**src/rtl/idct_8_mac.sv**
```systemverilog
// 8-point inverse DCT: fetches 8 coefficients, then one MAC pass of 8 terms per output sample.
// Latency T+82 from start to finished; start is ignored while busy.
module idct_8_mac #(
  parameter int COEF_FRAC_BITS = 14
) (
  input  logic               clock,
  input  logic               nreset,
  input  logic               start,
  output logic [2:0]         fetch_addr,
  input  logic signed [15:0] src_data_in,
  output logic [2:0]         result_write_addr,
  output logic signed [15:0] result_out,
  output logic               result_wren,
  output logic               busy,
  output logic               finished
);

  typedef enum logic [2:0] {IDLE, LOAD, MAC, WRITE, DONE} state_t;

  // 8192*cos(m*pi/16), i.e. a(k)=1/2 scaled by 2^14, for m = 0..8
  function automatic int cos_base(input int m);
    case (m)
      0:       return 8192;
      1:       return 8035;
      2:       return 7568;
      3:       return 6811;
      4:       return 5793;
      5:       return 4551;
      6:       return 3135;
      7:       return 1598;
      default: return 0;
    endcase
  endfunction

  // Entry {k,n} holds C[k][n]; cosine folded by period 32 and symmetry about m=16 and m=8
  function automatic logic [1023:0] build_rom();
    logic [1023:0] rom;
    int m;
    int v;
    rom = '0;
    for (int k = 0; k < 8; k++) begin
      for (int n = 0; n < 8; n++) begin
        m = ((2 * n + 1) * k) % 32;
        if (m > 16) m = 32 - m;
        if (k == 0)     v = 5793;
        else if (m > 8) v = -cos_base(16 - m);
        else            v = cos_base(m);
        rom[(k * 8 + n) * 16 +: 16] = v[15:0];
      end
    end
    return rom;
  endfunction

  localparam logic [1023:0] COEF_ROM = build_rom();
  localparam logic signed [35:0] RND = 36'sd1 <<< (COEF_FRAC_BITS - 1);

  state_t             state;
  logic signed [15:0] coef [8];
  logic [3:0]         load_cnt;
  logic [2:0]         k_cnt;
  logic [2:0]         n_cnt;
  logic signed [35:0] acc;

  logic [5:0]         rom_idx;
  logic signed [15:0] rom_c;
  logic signed [31:0] prod;
  logic signed [35:0] acc_sum;
  logic signed [35:0] rounded;
  logic signed [15:0] sat_val;

  always_comb begin
    rom_idx = {k_cnt, n_cnt};
    rom_c   = COEF_ROM[{rom_idx, 4'b0000} +: 16];
    prod    = coef[k_cnt] * rom_c;
    acc_sum = acc + {{4{prod[31]}}, prod};
    rounded = (acc_sum + RND) >>> COEF_FRAC_BITS;
    if (rounded > 36'sd32767)
      sat_val = 16'sh7FFF;
    else if (rounded < -36'sd32768)
      sat_val = -16'sh8000;
    else
      sat_val = rounded[15:0];
  end

  always_ff @(posedge clock or negedge nreset) begin
    if (!nreset) begin
      state             <= IDLE;
      fetch_addr        <= '0;
      result_write_addr <= '0;
      result_out        <= '0;
      result_wren       <= 1'b0;
      busy              <= 1'b0;
      finished          <= 1'b0;
      load_cnt          <= '0;
      k_cnt             <= '0;
      n_cnt             <= '0;
      acc               <= '0;
      for (int i = 0; i < 8; i++) coef[i] <= '0;
    end else begin
      case (state)
        IDLE, DONE: begin
          if (start) begin
            state      <= LOAD;
            load_cnt   <= '0;
            fetch_addr <= '0;
            busy       <= 1'b1;
            finished   <= 1'b0;
          end
        end
        LOAD: begin
          // data for address load_cnt-1 arrives one cycle after it was driven
          if (load_cnt != 4'd0)
            coef[load_cnt[2:0] - 3'd1] <= src_data_in;
          if (load_cnt < 4'd7)
            fetch_addr <= load_cnt[2:0] + 3'd1;
          else
            fetch_addr <= '0;
          if (load_cnt == 4'd8) begin
            state <= MAC;
            k_cnt <= '0;
            n_cnt <= '0;
            acc   <= '0;
          end else begin
            load_cnt <= load_cnt + 4'd1;
          end
        end
        MAC: begin
          acc   <= acc_sum;
          k_cnt <= k_cnt + 3'd1;
          if (k_cnt == 3'd7) begin
            state             <= WRITE;
            result_out        <= sat_val;
            result_write_addr <= n_cnt;
            result_wren       <= 1'b1;
          end
        end
        WRITE: begin
          result_wren <= 1'b0;
          acc         <= '0;
          k_cnt       <= '0;
          if (n_cnt == 3'd7) begin
            state    <= DONE;
            n_cnt    <= '0;
            busy     <= 1'b0;
            finished <= 1'b1;
          end else begin
            state <= MAC;
            n_cnt <= n_cnt + 3'd1;
          end
        end
        default: state <= IDLE;
      endcase
    end
  end

endmodule

```
**config.mk**
```make
export PLATFORM = sky130hd
export DESIGN_NAME = idct_8_mac
export DESIGN_NICKNAME = d
export VERILOG_FILES = /design/src/rtl/idct_8_mac.sv
export SDC_FILE = /design/constraint.sdc
export NUM_CORES = 1
export LEC_CHECK = 0
export ABC_AREA = 1
export BUFFER_PORTS_ARGS = -buffer_cell sky130_fd_sc_hd__buf_2
export CORE_AREA = 2 2 279 281
export CTS_BUF_LIST = sky130_fd_sc_hd__clkbuf_8
export DETAILED_ROUTE_END_ITERATION = 6
export DIE_AREA = 0 0 281 283
export PLACE_DENSITY = 0.55
export SETUP_SLACK_MARGIN = 0.3
export SYNTH_ARGS = -nofsm -noshare
export SYNTH_HDL_FRONTEND = slang
export SYNTH_SLANG_ARGS = --single-unit
```
**constraint.sdc**
```tcl
create_clock -name clock -period 9.6 [get_ports clock]
set_clock_uncertainty 0.15 [all_clocks]
set_input_delay 0.48 -clock clock [delete_from_list [all_inputs] [get_ports clock]]
set_output_delay 0.48 -clock clock [all_outputs]
set_load 0.01 [all_outputs]
```
Yosys cells after proc, flatten, opt, wreduce, memory -nomap -nowiden. Index checks and enable logic that the tools add are counted.

Equality and inequality tests: 12. $add $sub $neg: 7. Mux-type cells: 33. Order comparisons: 6. Reduce and logical (&&, ||, !) cells: 18. Shift-type cells: 1. Multipliers: 1. Bitwise logic cells: 2.

Operator list (count): $shiftx 1024x11->16 const A (1); $bwmux 128 (1); $pmux 36 s3 (1); $mux 16 (5); $bmux 16 s3 (1); $demux 16 s3 (1); $add 36x15->36 const B (1); $add 36x36->36 (1); $mux 36 (1); $mul 16x16->32 (1); $mux 3 (8); $gt 22x16->1 const B (1); $lt 22x16->1 const B (1); $pmux 3 s2 (2); $pmux 3 s4 (1); $reduce_and 2->1 (6); $ne 2x2->1 const B (5); $add 3x1->3 const B (3); $eq 3x3->1 const B (3); $pmux 3 s3 (1); $reduce_and 3->1 (3); $ge 4x4->1 const B (2); $mux 4 (2); $not 3->4 (2); 16 further kinds (26).

Register bits after elaboration: 202. Output and inout bits: 25. Logic and storage cells: 99. Bits of input ports: 19.

Logic depth before layout (Yosys ltp).
Depth in word-level cells: 10. Mapped depth: 63. Depth with buffers taken out: 62.

Worst setup path before layout. No wires, ideal clock.

Path type: register -> register. Start point: register k_cnt[1]. End point: register result_out[10]. Arrival time: 9.324 ns. Buffers on the path: 5. Path slack: 0.005 ns. Cell stages (with the launch flop): 52. Path through: dfrtp_1 clkbuf_1 clkinv_1 clkbuf_1 buf_1 o21ai_0 nand3_1 nand2_1 inv_1 clkbuf_1 nor2_1 fa_1 inv_1 fa_1 fa_1 inv_1 fa_1 fa_1 [... 16 more ...] a21o_1 nor2_1 nand2_1 a21oi_1 nand2_1 nand2_1 nand2_1 nor2_1 nand2_1 nor2_1 nand3_1 nand2_1 nand2_1 nor2_1 nand3_2 a21oi_4 buf_6 a21oi_2.

Cells in the longest elaborated chain, start to end: 10. Elaborated cells between the ends (all ways): 14. Classes of those cells: add/sub (2); mul (1); order compare (2); eq/ne (1); shift (1); mux (5); bitwise (1); reduce/logical (1).

Ends and longest elaborated chain: from (decl) (RTL line 60) `logic [2:0] k_cnt;`; from (signal assigned) (RTL line 129) `k_cnt <= k_cnt + 3'd1;`; parallel branches: the longest is 10 deep, another holds $add 36x36->36; to (signal assigned) (RTL line 132) `result_out <= sat_val;`; to (decl) (RTL line 12) `output logic signed [15:0] result_out,`.

Several ways; the timed one is not identified. The select of a mux whose other input is x is not followed. A chain may end at the register's enable or synchronous reset.

Worst setup path in the final report.
Start point: register n_cnt[1]. End point: register result_out[2].

Cells in the longest elaborated chain, start to end: 7. Elaborated cells between the ends (all ways): 8. Classes of those cells: add/sub (2); mul (1); order compare (2); shift (1); mux (2).

Ends and longest elaborated chain: from (decl) (RTL line 61) `logic [2:0] n_cnt;`; from (signal assigned) (RTL line 148) `n_cnt <= n_cnt + 3'd1;`; $shiftx 1024x11->16 * (RTL line 73) `rom_c = COEF_ROM[{rom_idx, 4'b0000} +: 16];`; $mul 16x16->32 * (RTL line 74) `prod = coef[k_cnt] * rom_c;`; $add 36x36->36 * (RTL line 75) `acc_sum = acc + {{4{prod[31]}}, prod};`; $add 36x15->36 * (RTL line 76) `rounded = (acc_sum + RND) >>> COEF_FRAC_BITS;`; $lt 22x16->1 (RTL line 79) `else if (rounded < -36'sd32768)`; $mux 16 (RTL line 79); $mux 16 * (RTL line 77) `if (rounded > 36'sd32767)`.

Every way passes the cells marked *; elsewhere a longest branch is shown, timed or not.

==> results.json <==
{
  "drc": 0,
  "cts_root_buf": "clkbuf_8",
  "path_max_fanout": 7,
  "ys_types": 49,
  "drive_gt1_share_pct": 28.2,
  "max_stage_delay_ps": 550,
  "syn_nets": 3502,
  "cp_common_cell": "nand2_1",
  "ys_ff_latch": 202,
  "worstPathRequired_ps": 9920,
  "hold_viol_final": 0,
  "path_class": "register to register",
  "path_delay_family": "adder cells",
  "placed_area_um2": 27400,
  "antenna_found_initial": 0,
  "critPathLaunchType": "register",
  "syn-cell-area_um2": 22800,
  "grt_pass1_wl_um": 118000,
  "dp.cells": 4505,
  "cts_buffers": 39,
  "dr.first_iter.drc_count": 1124,
  "clkLatencyLatePin_ps": 610,
  "grt_max_degree": 89,
  "final_nets": 4001,
  "cts_tree": "built",
  "regArea_um2": 5060,
  "cts-htree-levels": 2,
  "fp.coreArea_um2": 76700,
  "critPathBufInv": 16,
  "die_h_um": 283,
  "multi_input_area_um2": 16500,
  "final_cell_mix": "nand2_1 (778), inv_1 (566), buf_4 (448)",
  "worst_setup_path_end_kind": "register",
  "place_congestion": 0.918,
  "track_usage_pct": 18.6,
  "vias_per_cell": 4.56,
  "tightestPinTransition_ps": 966,
  "postLayoutCoreUtil_pct": 39.8,
  "maxCapViolCount": 0,
  "report.final.slew_viol_count": 0,
  "cts_sinks": 202,
  "dp_hpwl_um": 55800,
  "chipWidth_um": 281,
  "rsz0062_at_grt": "true",
  "status": "completed",
  "vias": 21281,
  "clkTransAtPathRegs_ps": 70,
  "grt_pass1_vias": 22201,
  "placement.io_buffers": 43,
  "finalSetupViolCount": 0,
  "die_area_um2": 79500,
  "fmax_mhz": 106,
  "final_cells": 4663,
  "yosysSeqAreaShare_pct": 22.2,
  "post-route-min-period_ps": 9470,
  "num_rows": 102,
  "firstDrtPassIters": 5,
  "io_pins": 44,
  "n_antenna_cell": 0,
  "worst_hold_path_type": "input pin to register",
  "final_common_cell": "nand2_1",
  "period_share_pct": 98.6,
  "gr-total-overflow": 0,
  "final_area_um2": 30500,
  "worst_path_max_delay_cell": "fa_2",
  "whs_ps": 100,
  "crit_arrival_ps": 9790,
  "syn2layout_area_growth_pct": 33.8,
  "syn_area_per_cell_um2": 7.37,
  "synthCells": 3094,
  "wirelength_um": 71000,
  "start_util_pct": 29.7,
  "ys.warnings.count": 0,
  "fill_cells": 8000,
  "wl_per_cell_um": 15.2,
  "slew_headroom_pct": 35.6,
  "cts.path.max_buffers": 3,
  "ant_nets": 0
}
## sequential cells by signal, summed over array words and instances, names as in the netlist
register	flops
acc	36
finished	1
result_out	16
load_cnt	4
coef	128
result_write_addr	3
n_cnt	3
fetch_addr	3
k_cnt	3
state	3
busy	1
result_wren	1
## worst paths after layout
check | cells past startpoint | startpoint | slack, ps | endpoint
min | 3 | src_data_in[13] | 100 | coef[45]
min reg2reg | 2 | coef[31] | 330 | coef[31]
max reg2reg | 56 | n_cnt[1] | 130 | result_out[2]
min in group asynchronous | 2 | nreset | 370 | coef[45]
max | 56 | n_cnt[1] | 130 | result_out[2]
max in group asynchronous | 4 | nreset | 6860 | coef[50]
## routing by layer
metal  share of wire [%]  GRT usage, %  vias up
met5                   0             0        -
met4                 3.1          5.29        0
met3                 4.5          2.32      114
met2                  47          30.9      450
met1                  45          25.2    10225
li1                    -             -    10492
## through the flow
step | setup TNS, ps | setup slack, ps
floorplan | 0 | 340
global placement | -8190 | -544
detailed placement | -8500 | -570
CTS | 0 | 247
global route | -5690 | -391
finish | 0 | 133
## logic make-up after synthesis
logic type / share of synthesized area, %
simple gates: 23.8
compound gates: 10.1
buf+inv: 11.8
flops: 22.2
xor+xnor: 2.26
fa+ha+maj: 29.8
## tightest hold or removal path: stages
cell     delay (ps)
buf_2            70
inv_1           100
o21ai_0         170
## what timing repair did
action / in CTS / in global routing
resized for setup: 308 / 149
gates cloned: 2 / 0
endpoints found under the setup margin: 19 / 17
endpoints found under the hold margin: 87 / 0
hold buffers: 1 / 0
pin swaps: 150 / 124
setup buffers: 56 / 28
## synthesized netlist by cell type (all sizes together)
| cell type | number | area [µm²] |
|---|---|---|
| a22oi | 1 | 7.51 |
| a21o | 6 | 45.0 |
| nor4 | 1 | 6.26 |
| a32o | 33 | 330 |
| o211ai | 11 | 82.6 |
| a22o | 1 | 8.76 |
| nor3b | 2 | 15.0 |
| clkinv | 11 | 41.3 |
| xnor2 | 27 | 244 |
| nand4 | 23 | 144 |
| inv | 612 | 2300 |
| ha | 132 | 1650 |
| or2 | 3 | 18.8 |
| nor3 | 13 | 70.1 |
| o31ai | 2 | 15.0 |
| o22ai | 7 | 43.8 |
| nand2b | 1 | 6.26 |
| nor2 | 283 | 1120 |
| a31oi | 1 | 6.26 |
| clkbuf | 67 | 251 |
| fa | 257 | 5140 |
| a21oi | 109 | 594 |
| o221ai | 2 | 17.5 |
| o311ai | 1 | 8.76 |
| a21boi | 3 | 22.5 |
| dfrtp | 202 | 5050 |
| a211oi | 2 | 15.0 |
| nand3 | 124 | 641 |
| o21ai | 214 | 1070 |
| nand2 | 878 | 3350 |
| o21bai | 4 | 30.0 |
| and2 | 4 | 25.0 |
| buf | 21 | 98.8 |
| nand3b | 3 | 22.5 |
| o21a | 2 | 15.0 |
| xor2 | 31 | 272 |
## area by class of cell
class	count	area share [%]
well taps	1040	4.27
inverters	623	7.76
multi-input cells	2181	54.2
flip-flops and latches	202	16.6
clock inverters	22	0.336
repair buffers	546	14.6
clock buffers	49	2.21
Power is left out: the tool's default activity adds up to more than one toggle a clock period on the data nets, which glitch-free logic cannot reach.
